--- src/rtl/serial_byte_sender.sv ---
// Serial byte sender: shifts a loaded byte out LSB-first, one strobed bit
// per HIGH/LOW window, after a fresh rising edge on the receiver status line.
module serial_byte_sender #(
    parameter int DATA_WIDTH  = 8,
    parameter int HIGH_CYCLES = 10,
    parameter int LOW_CYCLES  = 10
) (
    input  logic                  clock_1MHz,
    input  logic                  rst,
    input  logic                  load_in,
    input  logic [DATA_WIDTH-1:0] byte_in,
    input  logic                  status_in,
    output logic                  ready_out,
    output logic                  busy_out,
    output logic                  data_out,
    output logic                  write_out,
    output logic                  done_out
);

    localparam int MAXC = (HIGH_CYCLES > LOW_CYCLES) ? HIGH_CYCLES : LOW_CYCLES;
    localparam int CW   = (MAXC > 1) ? $clog2(MAXC) : 1;
    localparam int BW   = (DATA_WIDTH > 1) ? $clog2(DATA_WIDTH) : 1;

    localparam logic [CW-1:0] HI_LAST  = CW'(HIGH_CYCLES - 1);
    localparam logic [CW-1:0] LO_LAST  = CW'(LOW_CYCLES - 1);
    localparam logic [BW-1:0] BIT_LAST = BW'(DATA_WIDTH - 1);

    typedef enum logic [2:0] {
        IDLE,
        WAIT_RISE,
        BIT_HIGH,
        BIT_LOW,
        WAIT_DROP
    } state_t;

    state_t                state_q, state_d;
    logic [DATA_WIDTH-1:0] shift_q, shift_d;
    logic [DATA_WIDTH-1:0] shr;
    logic [BW-1:0]         bit_q, bit_d;
    logic [CW-1:0]         cnt_q, cnt_d;
    logic                  prev_q;
    logic                  data_q, data_d;
    logic                  write_q, write_d;
    logic                  done_q, done_d;
    logic                  rise;

    assign rise      = status_in & ~prev_q;
    assign shr       = shift_q >> 1;
    assign ready_out = (state_q == IDLE);
    assign busy_out  = ~ready_out;
    assign data_out  = data_q;
    assign write_out = write_q;
    assign done_out  = done_q;

    always_ff @(posedge clock_1MHz or negedge rst) begin
        if (!rst) begin
            state_q <= IDLE;
            shift_q <= '0;
            bit_q   <= '0;
            cnt_q   <= '0;
            prev_q  <= 1'b0;
            data_q  <= 1'b0;
            write_q <= 1'b0;
            done_q  <= 1'b0;
        end else begin
            state_q <= state_d;
            shift_q <= shift_d;
            bit_q   <= bit_d;
            cnt_q   <= cnt_d;
            prev_q  <= status_in;
            data_q  <= data_d;
            write_q <= write_d;
            done_q  <= done_d;
        end
    end

    always_comb begin
        state_d = state_q;
        shift_d = shift_q;
        bit_d   = bit_q;
        cnt_d   = cnt_q;
        data_d  = data_q;
        write_d = write_q;
        done_d  = 1'b0;
        unique case (state_q)
            IDLE: begin
                if (load_in) begin
                    shift_d = byte_in;
                    bit_d   = '0;
                    cnt_d   = '0;
                    state_d = WAIT_RISE;
                end
            end
            WAIT_RISE: begin
                if (rise) begin
                    data_d  = shift_q[0];
                    write_d = 1'b1;
                    cnt_d   = '0;
                    state_d = BIT_HIGH;
                end
            end
            BIT_HIGH: begin
                if (cnt_q == HI_LAST) begin
                    write_d = 1'b0;
                    cnt_d   = '0;
                    state_d = BIT_LOW;
                end else begin
                    cnt_d = cnt_q + CW'(1);
                end
            end
            BIT_LOW: begin
                if (cnt_q == LO_LAST) begin
                    cnt_d = '0;
                    // Next bit goes out with its strobe on the same edge
                    if (bit_q < BIT_LAST) begin
                        shift_d = shr;
                        bit_d   = bit_q + BW'(1);
                        data_d  = shr[0];
                        write_d = 1'b1;
                        state_d = BIT_HIGH;
                    end else begin
                        state_d = WAIT_DROP;
                    end
                end else begin
                    cnt_d = cnt_q + CW'(1);
                end
            end
            WAIT_DROP: begin
                if (!status_in) begin
                    done_d  = 1'b1;
                    state_d = IDLE;
                end
            end
            default: state_d = IDLE;
        endcase
    end

endmodule

--- config.mk ---
export PLATFORM = sky130hd
export DESIGN_NAME = serial_byte_sender
export DESIGN_NICKNAME = d
export VERILOG_FILES = /design/src/rtl/serial_byte_sender.sv
export SDC_FILE = /design/constraint.sdc
export NUM_CORES = 1
export LEC_CHECK = 0
export ABC_AREA = 1
export BUFFER_PORTS_ARGS = -buffer_cell sky130_fd_sc_hd__clkbuf_2
export CAP_MARGIN = 20
export CORE_MARGIN = 4
export CORE_UTILIZATION = 55
export DETAILED_ROUTE_END_ITERATION = 6
export GPL_TIMING_DRIVEN = 0
export PLACE_DENSITY = 0.8
export SLEW_MARGIN = 20
export SYNTH_ARGS = -nofsm -noshare
export SYNTH_HDL_FRONTEND = slang
export SYNTH_SLANG_ARGS = --single-unit
--- constraint.sdc ---
create_clock -name clock_1MHz -period 1.8 [get_ports clock_1MHz]
set_clock_uncertainty 0.05 [all_clocks]
set_input_delay 0.18 -clock clock_1MHz [delete_from_list [all_inputs] [get_ports clock_1MHz]]
set_output_delay 0.18 -clock clock_1MHz [all_outputs]
set_load 0.005 [all_outputs]
-- After elaboration in Yosys (flattened, before gate mapping)
Cells that the tools add are included.
- register bits after elaboration: 22
- bits in latches: 0
- memory bits (writable): 0
- bits in read-only memories: 0
- input bits: 12
- output and inout port bits: 5
- word-level logic and storage cells: 66
- memories: 0
- add/subtract/negate cells: 2
- $mul: 0
- div/mod/pow operators: 0
- order comparisons: 1
- eq/ne operators: 11
- shift-type cells: 0
- multiplexer cells: 30
- bitwise logic cells: 3
- reduce and logical (&&, ||, !) cells: 11
- operator list (kind ; count):
    2-to-1 mux 3 bit ; 9
    2-to-1 mux 8 bit ; 3
    case mux 8 bit (2 select lines) ; 1
    case mux 3 bit (5 select lines) ; 1
    2-to-1 mux 4 bit ; 3
    != test 2 bit (second input constant) ; 6
    case mux 4 bit (3 select lines) ; 1
    AND reduction 5 bit ; 2
    2-to-1 mux 1 bit ; 9
    AND reduction 4 bit ; 2
    == test 3 x 2 -> 1 bit (second input constant) ; 2
    case mux 3 bit (2 select lines) ; 1
    nonzero test 3 bit ; 2
    adder 4 x 1 -> 4 bit (second input constant) ; 1
    == test 4 bit (second input constant) ; 1
    nonzero test 2 bit ; 2
    adder 3 x 1 -> 3 bit (second input constant) ; 1
    == test 3 x 1 -> 1 bit (second input constant) ; 1
    == test 3 bit (second input constant) ; 1
    zero test 3 bit ; 1
    less-than comparator 3 bit (second input constant) ; 1
    case mux 1 bit (3 select lines) ; 1
    AND reduction 3 bit ; 1
    inverter 1 bit ; 2
    other kinds (3) ; 3

-- Longest topological paths before layout
Gate-level depths: netlist (run 1).
- depth in word-level cells: 4
- depth in mapped cells: 10
- gate-level depth less buffers: 9

-- Worst setup path before layout (run 1)
No wires, ideal clock.
- path kind: register to register
- from: reg cnt_q[1]
- to: reg bit_q[0]
- library setup time: 0.117 ns
- data arrival time: 1.199 ns
- data required time: 1.633 ns
- path slack: 0.435 ns
- cell stages (with the launch flop): 11
- buffers on the path: 1
- period minus slack after synthesis: 1.365 ns
- cell sequence: dfrtp_1 > inv_1 > ha_1 > nand3_1 > nand2_1 > nand2_1 > inv_1 > nand2_2 > buf_6 > nand2_1 > nand2_1
- cells in the longest elaborated chain, start to end: 3
- ends and longest elaborated chain (what ; RTL line ; source):
    from (decl) ; 40 ; logic [CW-1:0] cnt_q, cnt_d;
    from (signal assigned) ; 69 ; cnt_q <= cnt_d;
    == test 4 bit ; 112 ; if (cnt_q == LO_LAST) begin
    != test 2 bit (no line) ; - ;
    AND reduction 4 bit (no line) ; - ;
    to (signal assigned) ; 68 ; bit_q <= bit_d;
    to (decl) ; 39 ; logic [BW-1:0] bit_q, bit_d;
Every way passes these cells.
A chain may end at the register's enable or synchronous reset.

-- Final worst setup path (run 1)
- from: reg cnt_q[1]
- to: reg shift_q[3]
- cells in the longest elaborated chain, start to end: 3
- ends and longest elaborated chain (what ; RTL line ; source):
    == test 4 bit ; 112 ;
    != test 2 bit (no line) ; - ;
    AND reduction 4 bit (no line) ; - ;
    to (signal assigned) ; 67 ; shift_q <= shift_d;
    to (decl) ; 37 ; logic [DATA_WIDTH-1:0] shift_q, shift_d;
Every way passes these cells.

==> flow_summary_export.csv, run 1 <==
group,metric,value,unit
status,status,"finished, final reports clean",
drt,dr.first_iter.drc_count,23,
clocking,cts-buffers-inserted,3,
clocking,cts_root_buf,"clkbuf_4",
sta,setup_tns,0,ns
logic_synthesis,ys_types,18,
flow_run,drv_cap,0,
min_path,min-delay-start,"byte_in[7]",
grt,grt_pass1_wl,4.01,mm
min_path,hold_path_class,"in -> reg",
critical_path,r2r_cells,9,
critical_path,cp-end-kind,"flop",
clocking,path_clk_slew,0.13,ns
logic_synthesis,syn-num-nets,173,
drt,drt-total-wl,2.31,mm
finish,postLayoutCellArea,1370,um2
drt,ant_nets,0,
clocking,cts_tree,"yes",
grt,grt_pass1_vias,937,
logic_synthesis,synth_area_leader_cell,"dfrtp_1",
placed_design,placed_area,1310,um2
sta,slew_headroom,0.654,
placed_design,dp_slack,0.241,ns
finish,area_delta_synth_final,14.2,%
die,die_w,54.7,um
drt,viasPerCell,4.99,
grt,antenna_found_initial,0,
clocking,worstSkewPairLatency,0.30,ns
logic_synthesis,netlist.area_leader.share,0.459,
logic_synthesis,synth.yosys.seq_area_share,0.459,
logic_synthesis,ys_warn_count,0,
clocking,clock-sinks,22,
critical_path,arrival,1.78,ns
logic_synthesis,synthTopCellsByArea,"dfrtp_1 46%, nand2_1 23%, nand3_1 7.1%, buf_6 3.8%, ha_1 3.1%",
grt,grt_overflow,0,
sta,rsz0062_at_grt,"false",
placed_design,io_buffers,16,
die,io_pins,17,
drt,wire_per_inst,11.2,um
grt,grt_start_max_net_pins,23,
logic_synthesis,syn_area,1200,um2
power_and_ir_drop,power_density,1660,nW/um2
logic_synthesis,synth_cells,158,
power_and_ir_drop,power.leakage,0.797,nW
finish,final_nets,196,
drt,route.detailed.drc,0,
clocking,h-tree-depth,1,
critical_path,cp-start-kind,"flop",
min_path,hold-path-cell-count,4,
critical_path,required,2.00,ns
finish,multi_input_area,557,um2
finish,drive_above_1_share,0.172,
finish,seqCellArea,551,um2
critical_path,slowest_stage,"dfrtp_1",
sta,final.setup.worst_slack,0.223,ns
drt,wl_met1,1.13,mm
logic_synthesis,synth_seq_cells,22,
placed_design,place_congestion,0.820,
finish,nFillCells,175,
sta,min_period_over_period,0.876,
min_path,holdPathEnd,"shift_q[7]",
critical_path,path_class,"reg -> reg",
sta,report.final.hold_viol_count,0,
sta,tightest_slew,0.519,ns
critical_path,cp_max_fo,10,
die,row_count,16,
sta,slew_viol_final,0,
placed_design,dp_hpwl,1.74,mm
drt,wl_met3,90,um
die,die_height,54.7,um
critical_path,r2r_setup_slack,0.22,ns
critical_path,slowest_delay,0.43,ns
critical_path,r2r_start,"cnt_q[1]",
drt,num_vias,1032,
sta,period_needed,1.58,ns
drt,highest_layer,"met4",
drt,routed-wl-met2,1.07,mm
sta,setup_viol,0,
finish,n_antenna_cell,0,
drt,drt-pass1-iter-count,4,
logic_synthesis,syn_area_per_cell,7.59,um2
critical_path,crit_path_frequent_cell,"nand2_1",
clocking,clock_path_buffers,2,
die,initial_core_util,0.593,
critical_path,worstReg2RegEnd,"shift_q[3]",
die,die_area,2990,um2
die,coreArea,2020,um2
critical_path,crit_family,"simple AND/OR/NAND/NOR gates",
power_and_ir_drop,max-vdd-ir-drop,0.958,mV
critical_path,path_cells,"inv_1, ha_1, nand3_1, nand2_1, nand2_1, inv_1, buf_2, nand3_1, nand2_1",
grt,track_usage,0.185,
sta,fmax,634,MHz
critical_path,path_buf_inv,3,
power_and_ir_drop,total_power,2.27,mW
-- state kept, by name (all words and copies together), names as in the netlist --
signal,cells
cnt_q,4
shift_q,8
done_out,1
write_out,1
prev_q,1
state_q,3
data_out,1
bit_q,3
-- how the worst max path moves through the flow --
| stage | slack (ns) | cells past startpoint | end | from |
|---|---|---|---|---|
| 2_1_floorplan | 0.43 | 10 | bit_q[0] | cnt_q[1] |
| 3_3_place_gp | 0.29 | 9 | shift_q[2] | cnt_q[1] |
| 3_5_place_dp | 0.24 | 9 | bit_q[0] | cnt_q[1] |
| 4_1_cts | 0.20 | 9 | bit_q[0] | cnt_q[1] |
| 5_1_grt | 0.04 | 9 | shift_q[3] | cnt_q[1] |
| 6_report | 0.22 | 9 | shift_q[3] | cnt_q[1] |
-- cells in the final DEF (no fill, tap or decap) --
master / n
nand2_4: 2
nand4_1: 2
xor2_1: 1
o21bai_1: 1
dlygate4sd3_1: 2
nor2_1: 9
nand3b_1: 4
o21ai_0: 2
nand2_1: 75
clkbuf_2: 16
buf_6: 4
clkbuf_4: 3
nor2_2: 2
xnor2_1: 1
dfrtp_1: 22
inv_1: 10
clkbuf_8: 1
nand3_1: 17
inv_2: 1
ha_1: 3
nand2_2: 1
buf_2: 1
-- layer usage --
layer | track usage | up-vias
li1 | - | 537
met3 | 0.0327 | 2
met2 | 0.285 | 23
met1 | 0.258 | 470
met4 | 0.0664 | 0
met5 | 0 | -
-- power by group --
group,switching (mW),internal [mW]
clock network,0.148,0.123
logic,0.711,0.458
registers,0.149,0.684
total,1.01,1.27
-- cells by family after synthesis --
group                    after synthesis  synth area share
flip-flops                            22             0.459
AO/OA/AOI/OAI                          3            0.0146
buffers and inverters                 16            0.0762
adder cells (fa/ha/maj)                3            0.0313
AND/OR/NAND/NOR                      112             0.404
XOR/XNOR                               2            0.0146
-- synth_stat cells --
library cell,number
xor2_1,1
nor2_2,2
xnor2_1,1
o21ai_0,2
nand2_4,2
o21bai_1,1
ha_1,3
buf_6,4
inv_1,10
nand3b_1,4
dfrtp_1,22
nand4_1,2
nor2_1,9
inv_2,1
nand2_2,1
nand3_1,17
buf_2,1
nand2_1,75
-- final cells by class --
type / count / share of cell area
Tap cell: 27 / 0.0247
Buffer: 5 / 0.0366
Multi-Input combinational cell: 120 / 0.407
Sequential cell: 22 / 0.402
Inverter: 11 / 0.0302
Clock buffer: 4 / 0.0265
Timing Repair Buffer: 18 / 0.0731
-- through the flow --
step / hold WS [ns] / utilization / std cells
finish: 0.114 / 0.677 / 207
global route: 0.137 / 0.677 / 207
CTS: 0.121 / 0.677 / 207
detailed placement: 0.137 / 0.649 / 201
global placement: 0.134 / 0.649 / 201
floorplan: -0.166 / - / 158
-- worst min-delay path, stage by stage --
cell and delay [ns]:
clkbuf_2 0.08, nand2_1 0.05, nand3b_1 0.09, nand2_1 0.05
-- timing repair --
action                     in CTS  in global routing
hold endpoints to repair       23                  0
setup buffers                   0                  0
hold buffers                    2                  0
gates resized for setup         0                  0
setup endpoints to repair       0                  0
Note: power is estimated with default switching activity, not from simulation.
==> run 2, diff against run 1 <==
--- a/config.mk
+++ b/config.mk
@@ -5,14 +5,13 @@
 export SDC_FILE = /design/constraint.sdc
 export NUM_CORES = 1
 export LEC_CHECK = 0
-export ABC_AREA = 1
 export BUFFER_PORTS_ARGS = -buffer_cell sky130_fd_sc_hd__clkbuf_2
 export CAP_MARGIN = 20
 export CORE_MARGIN = 4
 export CORE_UTILIZATION = 55
 export DETAILED_ROUTE_END_ITERATION = 6
 export GPL_TIMING_DRIVEN = 0
-export PLACE_DENSITY = 0.8
+export PLACE_DENSITY = 0.77
 export SLEW_MARGIN = 20
 export SYNTH_ARGS = -nofsm -noshare
 export SYNTH_HDL_FRONTEND = slang
==> flow_summary_export.csv, run 2 <==
group,metric,value,unit
die,row_count,16,
sta,report.final.hold_viol_count,0,
critical_path,crit_family,"simple AND/OR/NAND/NOR gates",
clocking,clock-sinks,22,
sta,setup_viol,0,
logic_synthesis,synthTopCellsByArea,"dfrtp_1 47%, a21oi_1 9.0%, o22ai_2 7.5%, nand3_1 3.4%, ha_1 3.2%",
logic_synthesis,synth_seq_cells,22,
die,die_w,54.2,um
power_and_ir_drop,p_seq_frac,0.426,
power_and_ir_drop,p_comb_frac,0.432,
power_and_ir_drop,p_sw,0.754,mW
logic_synthesis,synth_enable_flop_cells,0,
drt,drt-pass1-iter-count,4,
logic_synthesis,syn_area,1170,um2
logic_synthesis,syn_area_per_cell,10.1,um2
placed_design,place_congestion,0.802,
clocking,cts-buffers-inserted,3,
finish,final_common_cell,"dfrtp_1",
grt,grt_pass1_vias,854,
die,io_pins,17,
power_and_ir_drop,max-vdd-ir-drop,0.842,mV
drt,drt-total-wl,2.49,mm
finish,drive_above_1_share,0.333,
sta,slew_viol_final,0,
drt,num_vias,978,
die,initial_core_util,0.586,
power_and_ir_drop,switching_share,0.377,
critical_path,path_cells,"inv_2, ha_4, nand4b_4, or3b_4, buf_6, o22ai_2, a21oi_1",
clocking,cts_tree,"yes",
clocking,cts_root_buf,"clkbuf_4",
logic_synthesis,ys_types,29,
critical_path,required,1.95,ns
drt,wire_per_inst,14.8,um
grt,track_usage,0.181,
drt,viasPerCell,5.82,
logic_synthesis,yosysMostFrequentCell,"dfrtp_1",
critical_path,path_class,"reg -> reg",
critical_path,cp_max_fo,10,
critical_path,path_buf_inv,2,
finish,final_cell_mix,"22 x dfrtp_1, 21 x a21oi_1, 16 x clkbuf_2",
drt,route.detailed.drc,0,
drt,dr.first_iter.drc_count,19,
flow_run,drv_cap,0,
clocking,path_clk_slew,0.12,ns
power_and_ir_drop,power.leakage,0.612,nW
finish,area_delta_synth_final,18.6,%
min_path,hold_path_class,"in -> reg",
sta,hold_ws,0.0537,ns
sta,min_period_over_period,0.980,
critical_path,cp-start-kind,"flop",
critical_path,arrival,1.92,ns
power_and_ir_drop,clkPwrFrac,0.141,
grt,grt_pass1_wl,3.77,mm
logic_synthesis,netlist.area_leader.share,0.470,
critical_path,slowest_delay,0.44,ns
sta,tightest_slew,0.556,ns
finish,largest_reg_flops,8,
logic_synthesis,ys.flop_type,"dfrtp_1",
finish,final_nets,157,
grt,grt_start_max_net_pins,23,
logic_synthesis,ys_warn_count,0,
power_and_ir_drop,power_density,1440,nW/um2
status,status,"finished, final reports clean",
finish,stdcell_count,168,
finish,top_register,"shift_q",
sta,period_needed,1.76,ns
logic_synthesis,syn-num-nets,131,
logic_synthesis,synthTopCellsByCount,"22 x dfrtp_1, 21 x a21oi_1, 8 x nand3_1",
power_and_ir_drop,intPower,1.24,mW
sta,fmax,567,MHz
critical_path,cp-end-kind,"flop",
die,die_height,54.2,um
logic_synthesis,synth.yosys.seq_area_share,0.470,
drt,ant_nets,0,
placed_design,dp_hpwl,1.64,mm
logic_synthesis,synth_area_leader_cell,"dfrtp_1",
grt,antenna_found_initial,0,
clocking,clock_path_buffers,2,
grt,grt_overflow,0,
die,die_area,2930,um2
finish,largest_registers,"shift_q x8, cnt_q x4",
critical_path,slowest_stage,"or3b_4",
logic_synthesis,async_reset_ff_frac,1.00,
sta,slew_headroom,0.629,
clocking,h-tree-depth,1,
finish,n_antenna_cell,0,
placed_design,io_buffers,16,
die,coreArea,2000,um2
clocking,worstSkewPairLatency,0.31,ns
placed_design,placedCellCount,159,
logic_synthesis,synth_cells,116,
==> run 2: cell count changes in the layout (fill, tap and decap cells not counted), moves of 5 or more <==
cell | previous run | this run
nand2_1 | 75 | 7
a21oi_1 | 0 | 21
nor2_1 | 9 | 4
o22ai_2 | 0 | 7
inv_1 | 10 | 4
nand3_1 | 17 | 8
==> run 2: routing by layer <==
metal	vias up	global-route usage	wire length, um
met4	0	0.0498	72
met3	8	0.0582	120
met1	471	0.230	1120
li1	470	-	-
met5	-	0	0
met2	29	0.293	1180
==> run 2: power groups by stage <==
stage	registers, mW	logic (mW)	clock network (mW)
6_report	0.852	0.864	0.282
3_3_place_gp	0.848	0.706	0
3_5_place_dp	0.859	0.744	0
2_1_floorplan	0.828	0.572	0
5_1_grt	0.878	0.966	0.307
4_1_cts	0.851	0.754	0.282
==> run 2: final timing paths <==
check	start	endpoint	cells past startpoint	slack (ns)
min in group asynchronous	rst	state_q[1]	2	0.31
min reg2reg	bit_q[0]	bit_q[0]	1	0.47
max	cnt_q[1]	shift_q[6]	7	0.04
min	byte_in[7]	shift_q[7]	3	0.05
max reg2reg	cnt_q[1]	shift_q[6]	7	0.04
max in group asynchronous	rst	cnt_q[1]	2	1.02
==> run 2: worst register-to-register path: stages, from the launching register on <==
cell	delay (ns)
dfrtp_1	0.42
inv_2	0.08
ha_4	0.15
nand4b_4	0.14
or3b_4	0.44
buf_6	0.16
o22ai_2	0.14
a21oi_1	0.08
==> run 2: timing repair <==
action	in CTS	in global routing
endpoints found under the setup margin	1	13
resized for setup	1	5
setup buffers	0	3
hold buffers	2	0
pin swaps	0	1
hold endpoints to repair	23	0
==> run 2: metrics by stage <==
stage | utilization | instance area [um2] | setup TNS [ns] | power (mW) | setup slack (ns)
final | 0.694 | 1390 | 0 | 2.00 | 0.0361
after detailed placement | 0.643 | 1290 | -0.00631 | 1.60 | -0.00631
after CTS | 0.672 | 1350 | 0 | 1.89 | 0.000201
after global placement | 0.643 | 1290 | 0 | 1.55 | 0.0731
after floorplan | - | 1170 | 0 | 1.40 | 0.154
after global routing | 0.694 | 1390 | -0.0343 | 2.15 | -0.0253
==> run 2: logic make-up after synthesis <==
family                     Yosys count  synth area share
AOI/OAI and AO/OA                   41             0.235
adders and majority gates            3            0.0320
buffers and inverters               13            0.0598
DFF                                 22             0.470
muxes                                3            0.0288
and+or+nand+nor                     34             0.175
==> run 2: cell type report <==
type | instances | area [um2]
Fill cell | 159 | 612
Multi-Input combinational cell | 81 | 574
Sequential cell | 22 | 551
Timing Repair Buffer | 21 | 123
Buffer | 8 | 53.8
Clock buffer | 4 | 36.3
Tap cell | 27 | 33.8
Inverter | 5 | 18.8
==> run 3, diff against run 2 <==
--- a/config.mk
+++ b/config.mk
@@ -7,11 +7,13 @@
 export LEC_CHECK = 0
 export BUFFER_PORTS_ARGS = -buffer_cell sky130_fd_sc_hd__clkbuf_2
 export CAP_MARGIN = 20
+export CELL_PAD_IN_SITES_DETAIL_PLACEMENT = 1
+export CELL_PAD_IN_SITES_GLOBAL_PLACEMENT = 1
 export CORE_MARGIN = 4
-export CORE_UTILIZATION = 55
+export CORE_UTILIZATION = 43
 export DETAILED_ROUTE_END_ITERATION = 6
 export GPL_TIMING_DRIVEN = 0
-export PLACE_DENSITY = 0.77
+export PLACE_DENSITY_LB_ADDON = 0.1
 export SLEW_MARGIN = 20
 export SYNTH_ARGS = -nofsm -noshare
 export SYNTH_HDL_FRONTEND = slang
==> flow_summary_export.csv, run 3 (synthesis gave the netlist of run 2 again) <==
group,metric,value,unit
status,status,"finished, final reports clean",
finish,largest_registers,"shift_q x8, cnt_q x4",
critical_path,worstReg2RegEnd,"shift_q[2]",
placed_design,dp_hpwl,1.83,mm
clocking,cts-buffers-inserted,3,
finish,post-route-util,0.543,
power_and_ir_drop,power_density,1410,nW/um2
placed_design,io_buffers,16,
sta,slew_headroom,0.632,
die,row_count,18,
critical_path,path_buf_inv,2,
finish,nFillCells,299,
finish,final_cell_mix,"22 x dfrtp_1, 21 x a21oi_1, 16 x clkbuf_2",
sta,min_period_over_period,0.956,
finish,area_delta_synth_final,17.9,%
sta,period_needed,1.72,ns
finish,final_nets,158,
critical_path,slowest_stage,"or3b_4",
power_and_ir_drop,power.leakage,0.609,nW
die,io_pins,17,
sta,report.final.hold_viol_count,0,
drt,num_vias,938,
die,coreArea,2540,um2
finish,n_antenna_cell,0,
finish,largest_reg_flops,8,
critical_path,r2r_start,"cnt_q[1]",
critical_path,slowest_delay,0.42,ns
min_path,min-delay-start,"byte_in[7]",
critical_path,cp-end-kind,"flop",
grt,grt_pass1_wl,4.62,mm
critical_path,cp-start-kind,"flop",
finish,final_common_cell,"dfrtp_1",
sta,rsz0062_at_grt,"false",
die,die_height,60.2,um
drt,drt-total-wl,2.62,mm
clocking,worstSkewPairLatency,0.30,ns
die,die_w,60.2,um
critical_path,r2r_cells,7,
clocking,clock_path_buffers,2,
drt,drt-pass1-iter-count,4,
drt,dr.first_iter.drc_count,37,
min_path,hold_path_class,"in -> reg",
sta,slew_viol_final,0,
grt,grt_pass1_vias,1022,
grt,track_usage,0.165,
drt,ant_nets,0,
clocking,cts_root_buf,"clkbuf_4",
grt,grt_overflow,0,
critical_path,path_class,"reg -> reg",
sta,fmax,581,MHz
die,initial_core_util,0.461,
die,die_area,3630,um2
power_and_ir_drop,max-vdd-ir-drop,0.877,mV
drt,viasPerCell,5.49,
critical_path,path_cells,"inv_1, ha_4, nand4b_4, or3b_4, buf_6, o22ai_2, a21oi_1",
critical_path,arrival,1.87,ns
flow_run,drv_cap,0,
critical_path,required,1.95,ns
finish,drive_above_1_share,0.319,
clocking,path_clk_slew,0.11,ns
sta,tightest_slew,0.547,ns
power_and_ir_drop,total_power,1.94,mW
min_path,holdPathEnd,"shift_q[7]",
critical_path,cp_max_fo,10,
drt,wire_per_inst,15.3,um
drt,route.detailed.drc,0,
clocking,h-tree-depth,1,
grt,antenna_found_initial,0,
critical_path,crit_family,"simple AND/OR/NAND/NOR gates",
sta,setup_viol,0,
min_path,hold-path-cell-count,3,
critical_path,worstSetupStartpoint,"cnt_q[1]",
clocking,clock-sinks,22,
sta,setup_tns,0,ns
placed_design,place_congestion,0.737,
finish,top_register,"shift_q",
critical_path,r2r_setup_slack,0.08,ns
clocking,cts_tree,"yes",
grt,grt_start_max_net_pins,23,
run 3: cell count changes in the layout (fill, tap and decap cells not counted), sizes merged:
cell,change
buf,+2
clkbuf,-2
run 3: timing repair:
item,CTS,global route
setup buffers,1,3
hold buffers,2,0
resized for setup,2,2
endpoints found under the setup margin,5,11
hold endpoints to repair,23,0
run 3: worst reg2reg max path, cell delays in order, from the launching register on:
cell and delay (ns):
dfrtp_1 0.39, inv_1 0.09, ha_4 0.16, nand4b_4 0.15
or3b_4 0.42, buf_6 0.16, o22ai_2 0.13, a21oi_1 0.06
run 3: through the flow:
| stage | instance area, um2 | std cells | setup WS, ns | hold WS [ns] |
|---|---|---|---|---|
| 2_1_floorplan | 1170 | 116 | 0.154 | -0.166 |
| 3_5_place_dp | 1290 | 162 | -0.0201 | 0.146 |
| 6_report | 1380 | 171 | 0.0787 | 0.0548 |
| 5_1_grt | 1380 | 171 | 0.00104 | 0.0448 |
| 4_1_cts | 1350 | 168 | 0.0243 | 0.0422 |
| 3_3_place_gp | 1290 | 162 | 0.0295 | 0.140 |
run 3: worst max-delay path by stage:
stage / to / slack [ns] / depth (start not counted)
after floorplan: shift_q[0] / 0.15 / 7
after global placement: shift_q[3] / 0.03 / 7
after detailed placement: shift_q[2] / -0.02 / 7
after CTS: shift_q[2] / 0.02 / 6
after global routing: busy_out / 0.001 / 5
final: shift_q[2] / 0.08 / 7
run 3: metal layers:
metal | track usage | vias up | part of all wire
li1 | - | 470 | -
met1 | 0.221 | 457 | 0.49
met2 | 0.270 | 11 | 0.47
met3 | 0.0432 | 0 | 0.032
met4 | 0.0253 | 0 | 0
met5 | 0 | - | 0
run 3: final cells by class:
cell class | count | area [um2] | share of cell area
timing repair buffer | 22 | 130 | 0.0941
clock buffer | 3 | 22.5 | 0.0163
tap | 30 | 37.5 | 0.0271
multi-input combinational | 81 | 569 | 0.412
buffer | 8 | 53.8 | 0.0389
inverter | 5 | 18.8 | 0.0136
sequential | 22 | 551 | 0.398
run 3: power breakdown:
group          leakage, nW  total, mW  internal, mW  switching (mW)
logic                0.337      0.880         0.446           0.434
registers            0.259      0.850         0.687           0.164
clock network       0.0138      0.215        0.0781           0.137
total                0.609       1.94          1.21           0.734
